`src/rtl/hyst_link_stream.sv`:
```
// rtl/hyst_link_stream.sv - Canny hysteresis linking stage; optional statistics under HYST_STATS_EN
module hyst_link_stream #(
  parameter int MAG_W    = 12,
  parameter int TH_W     = 8,
  parameter int MAX_W    = 1024,
  parameter int DIM_W    = 11,
  parameter int OUT_W    = 8,
  parameter int EDGE_VAL = 0,
  parameter int BG_VAL   = 255
) (
  input  logic             clk,
  input  logic             rst_n,
  input  logic [DIM_W-1:0] cfg_width,
  input  logic [DIM_W-1:0] cfg_height,
  input  logic [TH_W-1:0]  th_hi,
  input  logic [TH_W-1:0]  th_lo,
  input  logic             s_valid,
  output logic             s_ready,
  input  logic [MAG_W-1:0] s_data,
  input  logic             s_sof,
  output logic             m_valid,
  input  logic             m_ready,
  output logic [OUT_W-1:0] m_data,
  output logic             m_user,
  output logic             m_last,
  output logic             err_len,
  output logic             busy
`ifdef HYST_STATS_EN
  ,
  output logic [2*DIM_W-1:0] stat_strong,
  output logic [2*DIM_W-1:0] stat_weak_linked,
  output logic [2*DIM_W-1:0] stat_weak_dropped,
  output logic               stat_valid
`endif
);

  localparam int AW = (MAX_W > 1) ? $clog2(MAX_W) : 1;

  typedef enum logic [1:0] {IDLE = 2'd0, FILL = 2'd1, RUN = 2'd2, FLUSH = 2'd3} state_t;
  state_t state, state_nxt;

  logic [DIM_W-1:0] w_q, h_q, col, row;
  logic [TH_W-1:0]  hi_q, lo_q;
  logic             rdy_en, tail, fl_wrap, fl_last, first_pend;
  // Window columns {up, mid, down}: win_a is left of center, win_b is the center column
  logic [5:0]       win_a, win_b;
  logic [1:0]       lb_a [MAX_W];
  logic [1:0]       lb_b [MAX_W];

  logic             out_adv, in_fire, idle_start, px_fire, in_step, fl_step, step;
  logic             col_last, row_last, emit_tail, emit_col, load_out, go_idle;
  logic [TH_W-1:0]  hi_use, lo_use, lo_eff;
  logic [1:0]       cls_in, rd_a, rd_b;
  logic [5:0]       new_col, res_r;
  logic             nb_strong, res_edge;
  logic [AW-1:0]    addr;

  assign addr       = col[AW-1:0];
  assign out_adv    = !m_valid || m_ready;
  assign in_fire    = s_valid && s_ready;
  assign idle_start = in_fire && (state == IDLE) && s_sof;
  assign px_fire    = in_fire && ((state == FILL) || (state == RUN));
  assign in_step    = idle_start || px_fire;
  assign fl_step    = (state == FLUSH) && out_adv && !fl_wrap && !fl_last;
  assign step       = in_step || fl_step;
  assign col_last   = (col == w_q - 1'b1);
  assign row_last   = (row == h_q - 1'b1);
  // The last column of a row is emitted one step late, from the held window with a none right column
  assign emit_tail  = tail && out_adv;
  assign emit_col   = ((px_fire && (state == RUN)) || fl_step) && (col != '0);
  assign load_out   = emit_tail || emit_col;
  assign go_idle    = (state == FLUSH) && fl_last && m_valid && m_ready;

  assign hi_use = (state == IDLE) ? th_hi : hi_q;
  assign lo_use = (state == IDLE) ? th_lo : lo_q;
  assign lo_eff = (lo_use > hi_use) ? hi_use : lo_use;
  assign cls_in = (s_data >= MAG_W'(hi_use)) ? 2'b11 :
                  (s_data >= MAG_W'(lo_eff)) ? 2'b01 : 2'b00;

  assign rd_a    = lb_a[addr];
  assign rd_b    = lb_b[addr];
  assign new_col = {(row == DIM_W'(1)) ? 2'b00 : rd_b, rd_a, (state == FLUSH) ? 2'b00 : cls_in};
  assign res_r   = emit_tail ? 6'd0 : new_col;

  assign nb_strong = win_a[5] | win_a[3] | win_a[1] | win_b[5] | win_b[1] |
                     res_r[5] | res_r[3] | res_r[1];
  assign res_edge  = win_b[3] || ((win_b[3:2] == 2'b01) && nb_strong);

  // State register
  always_ff @(posedge clk or negedge rst_n) begin
    if (!rst_n) state <= IDLE;
    else        state <= state_nxt;
  end

  // Next-state decode
  always_comb begin
    state_nxt = state;
    case (state)
      IDLE:    if (idle_start) state_nxt = FILL;
      FILL:    if (px_fire && col_last) state_nxt = RUN;
      RUN:     if (px_fire && col_last && row_last) state_nxt = FLUSH;
      FLUSH:   if (go_idle) state_nxt = IDLE;
      default: state_nxt = IDLE;
    endcase
  end

  // State-derived outputs
  always_comb begin
    busy    = (state != IDLE);
    s_ready = 1'b0;
    case (state)
      IDLE:      s_ready = rdy_en;
      FILL, RUN: s_ready = rdy_en && out_adv;
      default:   s_ready = 1'b0;
    endcase
  end

  // Frame config latch, position counters, window and flush bookkeeping
  always_ff @(posedge clk or negedge rst_n) begin
    if (!rst_n) begin
      rdy_en     <= 1'b0;
      w_q        <= '0;
      h_q        <= '0;
      hi_q       <= '0;
      lo_q       <= '0;
      col        <= '0;
      row        <= '0;
      win_a      <= '0;
      win_b      <= '0;
      tail       <= 1'b0;
      fl_wrap    <= 1'b0;
      fl_last    <= 1'b0;
      first_pend <= 1'b0;
      err_len    <= 1'b0;
    end else begin
      rdy_en <= 1'b1;
      if (idle_start) begin
        w_q        <= cfg_width;
        h_q        <= cfg_height;
        hi_q       <= th_hi;
        lo_q       <= th_lo;
        first_pend <= 1'b1;
      end
      if (in_fire && s_sof && (state != IDLE)) err_len <= 1'b1;
      if (step) begin
        if (col == '0) begin
          win_a <= '0;
          win_b <= new_col;
        end else begin
          win_a <= win_b;
          win_b <= new_col;
        end
      end
      if (idle_start) begin
        col <= DIM_W'(1);
        row <= '0;
      end else if (px_fire || fl_step) begin
        if (col_last) begin
          col <= '0;
          if (px_fire) row <= row + 1'b1;
        end else begin
          col <= col + 1'b1;
        end
      end
      if (fl_step && col_last) fl_wrap <= 1'b1;
      if (emit_tail) begin
        tail <= 1'b0;
        if (fl_wrap) fl_last <= 1'b1;
      end
      if (((px_fire && (state == RUN)) || fl_step) && col_last) tail <= 1'b1;
      if (emit_col) first_pend <= 1'b0;
      if (go_idle) begin
        row     <= '0;
        col     <= '0;
        fl_wrap <= 1'b0;
        fl_last <= 1'b0;
      end
    end
  end

  // Output register: loads a verdict when one is ready, otherwise drains on m_ready
  always_ff @(posedge clk or negedge rst_n) begin
    if (!rst_n) begin
      m_valid <= 1'b0;
      m_data  <= OUT_W'(BG_VAL);
      m_user  <= 1'b0;
      m_last  <= 1'b0;
    end else if (load_out) begin
      m_valid <= 1'b1;
      m_data  <= res_edge ? OUT_W'(EDGE_VAL) : OUT_W'(BG_VAL);
      m_user  <= emit_col && first_pend;
      m_last  <= emit_tail;
    end else if (m_ready) begin
      m_valid <= 1'b0;
    end
  end

  // Line buffers: read-before-write shifts row r-1 into the r-2 buffer at the same column
  always_ff @(posedge clk) begin
    if (in_step) begin
      lb_b[addr] <= rd_a;
      lb_a[addr] <= cls_in;
    end
  end

`ifdef HYST_STATS_EN
  logic [1:0] oc_q;
  logic       oe_q;

  // Class and verdict of the pixel currently held in the output register
  always_ff @(posedge clk or negedge rst_n) begin
    if (!rst_n) begin
      oc_q <= 2'b00;
      oe_q <= 1'b0;
    end else if (load_out) begin
      oc_q <= win_b[3:2];
      oe_q <= res_edge;
    end
  end

  // Saturating per-class counters, cleared at frame start, bumped on accepted outputs
  always_ff @(posedge clk or negedge rst_n) begin
    if (!rst_n) begin
      stat_strong       <= '0;
      stat_weak_linked  <= '0;
      stat_weak_dropped <= '0;
      stat_valid        <= 1'b0;
    end else begin
      stat_valid <= go_idle;
      if (idle_start) begin
        stat_strong       <= '0;
        stat_weak_linked  <= '0;
        stat_weak_dropped <= '0;
      end else if (m_valid && m_ready) begin
        if (oc_q == 2'b11) begin
          if (stat_strong != '1) stat_strong <= stat_strong + 1'b1;
        end else if (oc_q == 2'b01) begin
          if (oe_q) begin
            if (stat_weak_linked != '1) stat_weak_linked <= stat_weak_linked + 1'b1;
          end else begin
            if (stat_weak_dropped != '1) stat_weak_dropped <= stat_weak_dropped + 1'b1;
          end
        end
      end
    end
  end
`endif

endmodule
```
`config.mk`:
```
export PLATFORM = sky130hd
export DESIGN_NAME = hyst_link_stream
export DESIGN_NICKNAME = d
export VERILOG_FILES = /design/src/rtl/hyst_link_stream.sv
export SDC_FILE = /design/constraint.sdc
export NUM_CORES = 2
export LEC_CHECK = 0
export BUFFER_PORTS_ARGS = -buffer_cell sky130_fd_sc_hd__buf_4
export CAP_MARGIN = 20
export CORE_MARGIN = 5
export CORE_UTILIZATION = 40
export DETAILED_ROUTE_END_ITERATION = 8
export GPL_ROUTABILITY_DRIVEN = 1
export SLEW_MARGIN = 20
export SYNTH_ARGS = -nofsm -noshare
export SYNTH_HDL_FRONTEND = slang
export SYNTH_SLANG_ARGS = --single-unit
```
`constraint.sdc`:
```
create_clock -name clk -period 24.4 [get_ports clk]
set_input_delay 1.22 -clock clk [delete_from_list [all_inputs] [get_ports clk]]
set_output_delay 1.22 -clock clk [all_outputs]
set_load 0.03 [all_outputs]
```
==> results by group <==
STA
  • Setup TNS: 0 ps
  • Clock Skew: 52.9 ps
  • FMAX: 0.108 GHz
  • Final min period: 9230 ps
  • Final Hold Viols: 0
  • Hold_ws: 295 ps
  • Max Slew Vio Count: 0
  • Final Cycle Share: 0.378
  • Max-slew headroom: 0.181
  • Final setup violation count: 0
  • RSZ-0062 raised after global routing: no
  • Worst slew pin tran: 1230 ps

Logic synthesis
  • Most frequent cell after synthesis: edfxtp_1
  • Syn Std Cell Area: 126000 sq um
  • Top cells by area, synth: edfxtp_1 73%, mux2i_1 11%, nor2_1 3.3%
  • Sequential area share after synthesis: 0.745
  • Yosys warnings: 0
  • List of most frequent post-synthesis cells: 3072 x edfxtp_1, 1411 x mux2i_1, 1126 x nor2_1, 634 x o22ai_1, 381 x clkbuf_1
  • Synth area leader: edfxtp_1
  • Syn nets: 8054
  • Post-synth EDFFs: 3072
  • Post-Synthesis Cells: 7967
  • Top_reg_cell synth: edfxtp_1
  • Synth cell types: 76
  • Synth Register Bits: 3151
  • Yosys top cell area share: 0.729
  • Mean Syn Cell Area: 15.9 sq um
  • Asr flop ratio synth: 0.0251

Clocking
  • Clk slew on worst S/H paths: 60 ps
  • Post-CTS setup buffers: 0
  • Clock sink total: 3151
  • Post_cts resized: 0
  • H-tree depth: 5
  • CTS Root Cell: clkbuf_16
  • CTS Hold Buffers Added: 0
  • CTS Buf Count: 320
  • Clock Latency Late Sink: 880 ps
  • CTS tree: yes
  • CTS max path bufs: 4

Placed design
  • Port Buffers: 68
  • Placed wire-length estimate: 218000 um
  • RD Place Congestion: 0.841

Die
  • Initial Utilization: 0.402
  • Die area: 328000 sq um
  • Core area: 315000 sq um
  • Die Ht: 572 um
  • Chip Width: 572 um
  • # rows: 206
  • # IOs: 69

Critical path
  • CP max FO: 175
  • CP Launch Type: register
  • Critical path type: register to register
  • Nature of the critical path endpoint: register
  • Required @ worst endpoint: 25160 ps
  • Arrival time of the worst setup path: 9990 ps

Status
  • Status: finished clean

Drt
  • DRT Pass-1 Iters: 5
  • Mean routed wirelength per cell: 31.2 um
  • DRT iter0 DRCs: 9882
  • DRC: 0
  • Post-DR vias/cell: 5.96
  • Post-Route WL: 386000 um
  • ANT nets after route: 0
  • Routed vias: 73767

Global routing
  • Initial antenna violation count: 23
  • GRT Overall Usage: 0.230
  • Largest net degree at the start of global routing: 261
  • First-pass GRT wire length: 543000 um
  • Vias in the first global route: 72204
  • Global route overflow: 0

Power
  • Leakage: 50.1 nW
  • Cell Pwr Density: 98.1 nW/um^2
  • Max IR drop VDD: 0.162 mV

Cells and area
  • Syn-to-layout area delta: 12.4%
  • Layout cells sized above 1: 0.107
  • Final #Nets: 8067

Min path
  • Worst min path class: primary input to async pin

Run
  • Max-cap viol count: 0
[layout make-up]
cell class                      instances  area (sq um)
Sequential cell                      3151         94200
Multi-Input combinational cell       4202         30300
Inverter                               31           116
Clock buffer                          398          8430
Timing Repair Buffer                  274          2470
Clock inverter                        166          1450
Fill cell                           27233        173000
Tap cell                             4160          5200
Antenna cell                            5          12.5
[worst max-delay path, stage by stage (launching register included)]
cell and delay (ps):
dfrtp_4 980, buf_12 610, buf_4 600, buf_4 770, buf_4 820, mux2i_1 290
o22ai_1 120, nor4_1 420, nand3_1 270, nand3_1 160, nand2_1 60, a2111oi_1 740
nand2_4 540, buf_12 410, buf_16 300, buf_4 530, buf_6 520, mux2_2 390
[logic make-up (layout without fill, tap and decap cells)]
family / count (synthesis) / after routing / share of synthesized area
flops: 3151 / 3151 / 0.745
simple gates: 1753 / 1753 / 0.0596
mux: 1503 / 1503 / 0.126
compound gates: 880 / 880 / 0.0443
buf+inv: 614 / 869 / 0.0191
fa+ha+maj: 33 / 33 / 0.00324
xor+xnor: 32 / 32 / 0.00222
other cells: 1 / 6 / 0.0000296
[state kept, by name, summed over array words and instances (netlist names), 2 cells and up]
signal and cells:
h_q 11, lb_a 2048, lo_q 8, hi_q 8, col 11, state 2
row 11, w_q 11, lb_b 1024, win_b 4, win_a 3
[routing by layer]
layer  routed length, um  global-route usage  part of all wire  vias to the layer above
met5                  41                   0           0.00011                        -
met4               16900              0.0896             0.044                        6
met3               38400              0.0459              0.10                      745
met2              179000               0.363              0.46                     3960
met1              152000               0.314              0.39                    38127
li1                    -                   -                 -                    30929
[placed cells by master, fill, tap and decap left out, drive strengths merged, types with 17 or more instances in the layout]
cell type,count
a21oi,33
a31oi,17
buf,274
bufinv,21
clkbuf,398
clkinv,128
dfrtp,78
edfxtp,3072
ha,32
inv,39
mux2,18
mux2i,1411
mux4,74
nand2,238
nand3,85
nand4,18
nor2,1126
nor3,37
nor4,152
o2111ai,20
o21ai,94
o22ai,634
xnor2,17
[metrics by stage]
stage / setup slack, ps / utilization / cell area (sq um) / instances / total power, mW
2_1_floorplan: 886 / - / 126000 / 7967 / 8.64
3_3_place_gp: 15240 / 0.419 / 132000 / 11812 / 9.26
3_5_place_dp: 15200 / 0.420 / 132000 / 11814 / 9.30
4_1_cts: 15190 / 0.451 / 142000 / 12378 / 14.0
5_1_grt: 14780 / 0.451 / 142000 / 12383 / 14.3
6_report: 15170 / 0.451 / 142000 / 12387 / 13.9
[path summary, 6_finish.rpt]
| kind | slack [ps] | start | to | cells past startpoint |
|---|---|---|---|---|
| setup / recovery | 15170 | col[1] | win_b[3] | 17 |
| max in group asynchronous | 23010 | rst_n | col[6] | 2 |
| hold reg to reg | 460 | err_len | err_len | 1 |
| setup reg to reg | 15170 | col[1] | win_b[3] | 17 |
| min in group clk | 460 | err_len | err_len | 1 |
| hold / removal | 300 | rst_n | h_q[6] | 1 |
[power breakdown]
group | internal [mW] | switching [mW]
sequential | 6.53 | 0.0299
clock | 2.68 | 2.05
combinational | 0.736 | 1.93
total | 9.94 | 4.01
No activity file was read; power rests on OpenSTA's default activity.
